`config.mk`:
```
export PLATFORM = sky130hd
export DESIGN_NAME = ps2_host_tx
export DESIGN_NICKNAME = d
export VERILOG_FILES = /design/src/rtl/ps2_host_tx.sv
export SDC_FILE = /design/constraint.sdc
export NUM_CORES = 1
export LEC_CHECK = 0
export ABC_AREA = 1
export BUFFER_PORTS_ARGS = -buffer_cell sky130_fd_sc_hd__buf_4
export CORE_ASPECT_RATIO = 1.25
export CORE_MARGIN = 1.5
export CORE_UTILIZATION = 40
export CTS_CLUSTER_SIZE = 14
export DETAILED_ROUTE_END_ITERATION = 10
export PLACE_DENSITY_LB_ADDON = 0.05
export SKIP_CTS_REPAIR_TIMING = 1
export SLEW_MARGIN = 20
export SYNTH_ARGS = -nofsm -noshare
export SYNTH_HDL_FRONTEND = slang
export SYNTH_SLANG_ARGS = --single-unit
```
`constraint.sdc`:
```
create_clock -name CLOCK_50 -period 4.7 [get_ports CLOCK_50]
set_input_delay 0.94 -clock CLOCK_50 [delete_from_list [all_inputs] [get_ports CLOCK_50]]
set_output_delay 0.94 -clock CLOCK_50 [all_outputs]
set_load 0.03 [all_outputs]
```
`src/rtl/ps2_host_tx.sv`:
```
`timescale 1ns/1ps
// ps2_host_tx
// Host-to-device PS/2 transmitter. Inhibits the bus, issues a request-to-send,
// then shifts one command byte (LSB first, odd parity, stop) out on the
// device-generated clock and checks the device ACK bit.
//
// Ports:
//   CLOCK_50    in   system clock
//   reset       in   synchronous, active-high
//   cmd_data    in   [7:0] byte to send, latched when the request is accepted
//   cmd_send    in   send request, accepted only while busy=0
//   ps2_clk_in  in   raw PS2_CLK pin level (asynchronous)
//   ps2_dat_in  in   raw PS2_DAT pin level (asynchronous)
//   ps2_clk_oe  out  1 = pull PS2_CLK low
//   ps2_dat_oe  out  1 = pull PS2_DAT low
//   busy        out  transaction in progress (held through the DONE/ERR cycle)
//   cmd_done    out  one-cycle pulse: ACK received and bus back to idle
//   cmd_error   out  one-cycle pulse: device timeout, packet timeout or NACK
module ps2_host_tx #(
  parameter int CLK_HOLD_CYCLES    = 5000,
  parameter int DEV_TIMEOUT_CYCLES = 750000,
  parameter int PKT_TIMEOUT_CYCLES = 100000
) (
  input  logic       CLOCK_50,
  input  logic       reset,
  input  logic [7:0] cmd_data,
  input  logic       cmd_send,
  input  logic       ps2_clk_in,
  input  logic       ps2_dat_in,
  output logic       ps2_clk_oe,
  output logic       ps2_dat_oe,
  output logic       busy,
  output logic       cmd_done,
  output logic       cmd_error
);

  // One counter is shared by the hold, device-wait and packet timers since
  // those phases never overlap.
  localparam int CNT_AB  = (CLK_HOLD_CYCLES > DEV_TIMEOUT_CYCLES) ? CLK_HOLD_CYCLES : DEV_TIMEOUT_CYCLES;
  localparam int CNT_MAX = (CNT_AB > PKT_TIMEOUT_CYCLES) ? CNT_AB : PKT_TIMEOUT_CYCLES;
  localparam int CW      = $clog2(CNT_MAX + 1);

  localparam logic [CW-1:0] HOLD_LAST = CW'(CLK_HOLD_CYCLES - 1);
  localparam logic [CW-1:0] DEV_LAST  = CW'(DEV_TIMEOUT_CYCLES - 1);
  localparam logic [CW-1:0] PKT_LAST  = CW'(PKT_TIMEOUT_CYCLES - 1);

  typedef enum logic [3:0] {
    ST_IDLE,
    ST_HOLD,
    ST_REQ,
    ST_WAIT_DEV,
    ST_DATA,
    ST_ACK,
    ST_WAIT_IDLE,
    ST_DONE,
    ST_ERR
  } state_t;

  // ---------------------------------------------------------------------
  // Pin synchronisers: bit 0 = clock line, bit 1 = data line.
  // Reset to 1 so an idle (pulled-up) bus never looks like a falling edge.
  // ---------------------------------------------------------------------
  logic [1:0] pin_raw;
  logic [1:0] pin_sync;
  assign pin_raw = {ps2_dat_in, ps2_clk_in};

  genvar gi;
  generate
    for (gi = 0; gi < 2; gi++) begin : g_sync
      logic [1:0] stage_reg;
      always_ff @(posedge CLOCK_50) begin
        if (reset) begin
          stage_reg <= 2'b11;
        end else begin
          stage_reg <= {stage_reg[0], pin_raw[gi]};
        end
      end
      assign pin_sync[gi] = stage_reg[1];
    end
  endgenerate

  logic clk_sync;
  logic dat_sync;
  logic clk_prev_reg;
  logic clk_fall;

  assign clk_sync = pin_sync[0];
  assign dat_sync = pin_sync[1];

  always_ff @(posedge CLOCK_50) begin
    if (reset) begin
      clk_prev_reg <= 1'b1;
    end else begin
      clk_prev_reg <= clk_sync;
    end
  end

  assign clk_fall = clk_prev_reg & ~clk_sync;

  // ---------------------------------------------------------------------
  // FSM
  // frame_reg holds {stop, parity, d7..d0}; bit 0 is the bit currently
  // presented on the data line while in ST_DATA.
  // ---------------------------------------------------------------------
  state_t        state_reg, state_next;
  logic [CW-1:0] cnt_reg, cnt_next;
  logic [3:0]    bit_cnt_reg, bit_cnt_next;
  logic [9:0]    frame_reg, frame_next;

  always_ff @(posedge CLOCK_50) begin
    if (reset) begin
      state_reg   <= ST_IDLE;
      cnt_reg     <= '0;
      bit_cnt_reg <= '0;
      frame_reg   <= '0;
    end else begin
      state_reg   <= state_next;
      cnt_reg     <= cnt_next;
      bit_cnt_reg <= bit_cnt_next;
      frame_reg   <= frame_next;
    end
  end

  always_comb begin
    state_next   = state_reg;
    cnt_next     = cnt_reg;
    bit_cnt_next = bit_cnt_reg;
    frame_next   = frame_reg;
    ps2_clk_oe   = 1'b0;
    ps2_dat_oe   = 1'b0;
    busy         = 1'b1;
    cmd_done     = 1'b0;
    cmd_error    = 1'b0;

    case (state_reg)
      ST_IDLE: begin
        busy = 1'b0;
        if (cmd_send) begin
          frame_next   = {1'b1, ~^cmd_data, cmd_data};
          cnt_next     = '0;
          bit_cnt_next = '0;
          state_next   = ST_HOLD;
        end
      end

      ST_HOLD: begin
        ps2_clk_oe = 1'b1;
        if (cnt_reg == HOLD_LAST) begin
          cnt_next   = '0;
          state_next = ST_REQ;
        end else begin
          cnt_next = cnt_reg + CW'(1);
        end
      end

      // Start bit: data pulled low one cycle before the clock is released.
      ST_REQ: begin
        ps2_clk_oe = 1'b1;
        ps2_dat_oe = 1'b1;
        // The start-bit cycle already counts toward the device timeout.
        cnt_next   = CW'(1);
        state_next = ST_WAIT_DEV;
      end

      ST_WAIT_DEV: begin
        ps2_dat_oe = 1'b1;
        if (clk_fall) begin
          // Edge 1: present d0 (already in frame_reg[0]); packet timer starts.
          bit_cnt_next = 4'd1;
          cnt_next     = CW'(1);
          state_next   = ST_DATA;
        end else if (cnt_reg == DEV_LAST) begin
          state_next = ST_ERR;
        end else begin
          cnt_next = cnt_reg + CW'(1);
        end
      end

      ST_DATA: begin
        ps2_dat_oe = ~frame_reg[0];
        if (cnt_reg == PKT_LAST) begin
          state_next = ST_ERR;
        end else begin
          cnt_next = cnt_reg + CW'(1);
          if (clk_fall) begin
            frame_next   = {1'b1, frame_reg[9:1]};
            bit_cnt_next = bit_cnt_reg + 4'd1;
            // Edge 10 shifts the stop bit (released line) into place.
            if (bit_cnt_reg == 4'd9) begin
              state_next = ST_ACK;
            end
          end
        end
      end

      ST_ACK: begin
        if (cnt_reg == PKT_LAST) begin
          state_next = ST_ERR;
        end else begin
          cnt_next = cnt_reg + CW'(1);
          if (clk_fall) begin
            bit_cnt_next = bit_cnt_reg + 4'd1;
            state_next   = dat_sync ? ST_ERR : ST_WAIT_IDLE;
          end
        end
      end

      ST_WAIT_IDLE: begin
        if (cnt_reg == PKT_LAST) begin
          state_next = ST_ERR;
        end else begin
          cnt_next = cnt_reg + CW'(1);
          if (clk_sync && dat_sync) begin
            state_next = ST_DONE;
          end
        end
      end

      ST_DONE: begin
        cmd_done   = 1'b1;
        state_next = ST_IDLE;
      end

      ST_ERR: begin
        cmd_error  = 1'b1;
        state_next = ST_IDLE;
      end

      default: begin
        busy       = 1'b0;
        state_next = ST_IDLE;
      end
    endcase
  end

endmodule

```
* After elaboration in Yosys (flattened, before gate mapping)
Cells that the tools add are included.
** Storage, ports and cells
- Bits in read-only memories :: 0
- RAM bits :: 0
- Flip-flop bits (word level) :: 43
- Word-level logic and storage cells :: 86
- Memories kept :: 0
- Output and inout bits :: 5
- Latch bits :: 0
** Operators by class
- Bitwise logic cells :: 3
- Shifts and indexed selects :: 0
- Div/mod/pow operators :: 0
- Reduce and logical (&&, ||, !) cells :: 15
- Order comparisons :: 0
- Mux-type cells :: 33
- Multipliers :: 0
- $add $sub $neg :: 2
- Equal/unequal tests :: 26
** Operator list (number)
- $mux 20 :: 5
- $pmux 20 s5 :: 1
- $mux 4 :: 16
- $mux 10 :: 3
- $pmux 4 s7 :: 1
- $add 20x1->20 const B :: 1
- $eq 20x13->1 const B :: 1
- $eq 20x17->1 const B :: 1
- $eq 20x20->1 const B :: 1
- $pmux 10 s2 :: 1
- $ne 3x3->1 const B :: 6
- $eq 4x3->1 const B :: 4
- $ne 2x2->1 const B :: 7
- $pmux 4 s3 :: 1
- $eq 4x2->1 const B :: 2
- $eq 4x4->1 const B :: 2
- $reduce_and 4->1 :: 2
- $reduce_or 8->1 :: 1
- $reduce_xnor 8->1 :: 1
- $reduce_and 7->1 :: 1
- $reduce_or 2->1 :: 3
- $reduce_and 5->1 :: 1
- $reduce_bool 5->1 :: 1
- $add 4x1->4 const B :: 1
- 11 further kinds :: 15

* Depth between registers and ports, before layout
- Word-level depth :: 5
- Gate-level depth with buffers :: 14
- Mapped depth without buffers :: 12

* Worst setup path before layout
Ideal clock, no wire load.
- Kind :: reg2out
- From :: register state_reg[1]
- To :: output port busy
- Arrival :: 1.867 ns
- Buffers on the path :: 1
- Required time :: 3.760 ns
- Cell stages (with the launch flop) :: 5
- Path slack :: 1.893 ns
- Cell sequence :: dfxtp_1 > buf_6 > nor4_1 > nor2_1 > nand4_1
** On the way
- Cells in the longest elaborated chain, start to end :: 3
- Elaborated cells on any way between the ends :: 10
- Those cells by class :: eq/ne: 8; mux: 1; reduce/logical: 1
** RTL lines
- from (decl) :: line 105 : state_t state_reg, state_next;
- from (signal assigned) :: line 117 : state_reg <= state_next;
- $eq 4x3->1 (tied with other cells) :: line 135 : case (state_reg)
- $reduce_or 8->1 (no source line) *
- $mux 1 * :: line 135
- to (decl) :: line 32 : output logic busy,
Mark *: on every way between the ends. The rest lies on a longest branch, timed or not.

* Worst setup path after layout
- From :: register state_reg[2]
- To :: output port ps2_dat_oe
** On the way
- Cells in the longest elaborated chain, start to end :: 3
- Elaborated cells on any way between the ends :: 5
- Those cells by class :: eq/ne: 3; mux: 1; reduce/logical: 1
** RTL lines
- $eq 4x2->1 :: line 135
- $reduce_or 2->1 (no source line)
- $pmux 1 s2 * :: line 135
- to (decl) :: line 31 : output logic ps2_dat_oe,
Marked as above.

==> impl_metrics.toml <==
[clock_tree]
cts_made_buffers = 5
path_clk_slew_ns = 0.09
insertion_delay_ns = 0.31
htree_num_levels = 2
clockBufferDepth = 2
ctsRootBufferMaster = "clkbuf_8"
cts_tree = "built"
clock_sinks = 43

[detailed_routing]
wl_per_cell_um = 13.1
drt-initial-drc-count = 111
vias = 2662
firstDrtPassIters = 4
via_per_inst = 4.93
drc = 0
wl_um = 7090
antenna_left = 0

[setup_path]
start_kind = "register"
cp_max_fo = 11
slowest_stage = "dfxtp_1"
crit_path_cell_trace = "inv_1 > nor2_1 > nand2_1 > o21ai_0 > buf_4"
end_kind = "primary output"
critPathRequiredTime_ns = 3.76
critPathKind = "reg -> out"
crit_path_max_incr_delay_ns = 0.46
cp.arrival_ns = 1.83

[grt]
grt_overflow_total = 0
grt_usage = 0.202
grt_max_degree = 22
grt_pass1_wl_um = 12400
antenna_found_initial = 0
grt_pass1_vias = 2643

[floorplan]
die_w_um = 78.3
fp-row-count = 34
die_h_um = 97.1
io-pin-count = 18
fp.dieArea_um2 = 7600
core_um2 = 6890
start_util = 0.411

[sta]
hold_viol_final = 0
fin_crit_sh = 0.589
setup_violations = 0
rsz0062_at_grt = "no"
fmax_mhz = 361
tightestPinTransition_ns = 0.883
skew_ns = 0.00972
tns_ns = 0
layout_setup_ws_ns = 1.93
slew_headroom = 0.411
min_period_ns = 2.77
slew_viol_final = 0

[placement]
gp_congestion = 0.838
portBuffers = 17
place_area_um2 = 2990
preCtsSetupSlack_ns = 2.22
dp.final_hpwl_um = 5320

[yosys]
synth_top_cell_by_area = "dfxtp_1"
synthFlopType = "dfxtp_1"
ys.warnings.count = 0
ys_seq_area_frac = 0.304
yosys_register_bits = 43
synthCells = 436
synth_area_um2 = 2830
yosys-top-cells-area = "dfxtp_1, nand2_1, nor2_1"
synth_cell_types = 40
synth_edf_count = 0
syn-num-nets = 452
async_flop_share = 0
syn_area_per_cell_um2 = 6.49
synth_top_area_share = 0.304

[layout]
layout_common_cells = "nand2_1, nor2_1, inv_1, dfxtp_1, nand3_1"
syn_to_final_growth_pct = 8.66
drive_above_1_share = 0.149
largest_reg_flops = 20
fin_area_um2 = 3080
fillers = 759
nets = 465
n_antenna_cell = 0
layout_commonest_cell = "nand2_1"

[outcome]
status = "finished, final reports clean"

[job]
cap_violations = 0

[power]
leakage_uw = 0.00121
p_total_uw = 1470
p_per_area_nw_per_um2 = 478
vdd_drop_max_mv = 0.367

[hold_path]
min_path_type = "reg -> reg"
==> power by group <==
group          internal (uW)  switching [uW]  leakage [uW]  total [uW]
Combinational            241             489      0.000822         730
Sequential               432            64.1      0.000351         496
Clock                    104             140     0.0000412         245
==> per-stage QoR <==
stage               cells  hold slack [ns]   util
floorplan             436            0.389      -
global placement      532            0.393  0.434
detailed placement    532            0.396  0.434
CTS                   540            0.418  0.446
global route          540            0.438  0.446
finish                540            0.416  0.446
==> kinds of logic after synthesis <==
family / synth area share
adder cells (fa/ha/maj): 0.0133
flip-flops: 0.304
multiplexers: 0.0318
buffers and inverters: 0.0906
AND/OR/NAND/NOR: 0.441
XOR/XNOR: 0.0247
AO/OA/AOI/OAI: 0.0941
==> synthesized netlist by cell type, types with 3 or more instances <==
cell	number
mux2_2	8
o21ai_0	15
or2_2	4
a21oi_1	21
nand2_1	101
inv_1	43
inv_2	3
nand3_1	36
xnor2_1	6
nand2_2	5
dfxtp_1	43
nor3_1	7
nor2_1	85
nand4_1	8
nor2_4	6
buf_2	4
buf_6	4
nor2_2	6
ha_1	3
==> worst max-delay path, delay by kind of cell (launching register included) <==
kind / cells / cell delay, ns
compound gates: 1 / 0.27
buf+inv: 2 / 0.27
flops: 1 / 0.46
simple gates: 2 / 0.53
==> path summary, 6_finish.rpt <==
check / start / endpoint / slack [ns] / depth (start not counted)
max: state_reg[2]$_SDFFE_PP0P_ / ps2_dat_oe / 1.93 / 5
min: g_sync[1].stage_reg[0]$_SDFF_PP1_ / g_sync[1].stage_reg[1]$_SDFF_PP1_ / 0.42 / 1
max reg2reg: state_reg[1]$_SDFFE_PP0P_ / cnt_reg[19]$_SDFFE_PP0P_ / 2.36 / 9
min reg2reg: g_sync[1].stage_reg[0]$_SDFF_PP1_ / g_sync[1].stage_reg[1]$_SDFF_PP1_ / 0.42 / 1
==> routing by layer <==
layer  routed length [um]  share of wire  GRT usage
met5                    0              0          0
met1                 3170           0.45      0.239
met2                 3640           0.51      0.371
met3                  211          0.030     0.0310
met4                   71          0.010     0.0591
==> cell type report <==
| type | count | area [um2] | area share |
|---|---|---|---|
| Inverter | 47 | 176 | 0.0573 |
| Multi-Input combinational cell | 335 | 1710 | 0.557 |
| Clock inverter | 2 | 12.5 | 0.00407 |
| Tap cell | 90 | 113 | 0.0366 |
| Clock buffer | 6 | 72.6 | 0.0236 |
| Sequential cell | 43 | 861 | 0.280 |
| Timing Repair Buffer | 17 | 128 | 0.0415 |
Note: power is estimated with default switching activity, not from simulation.
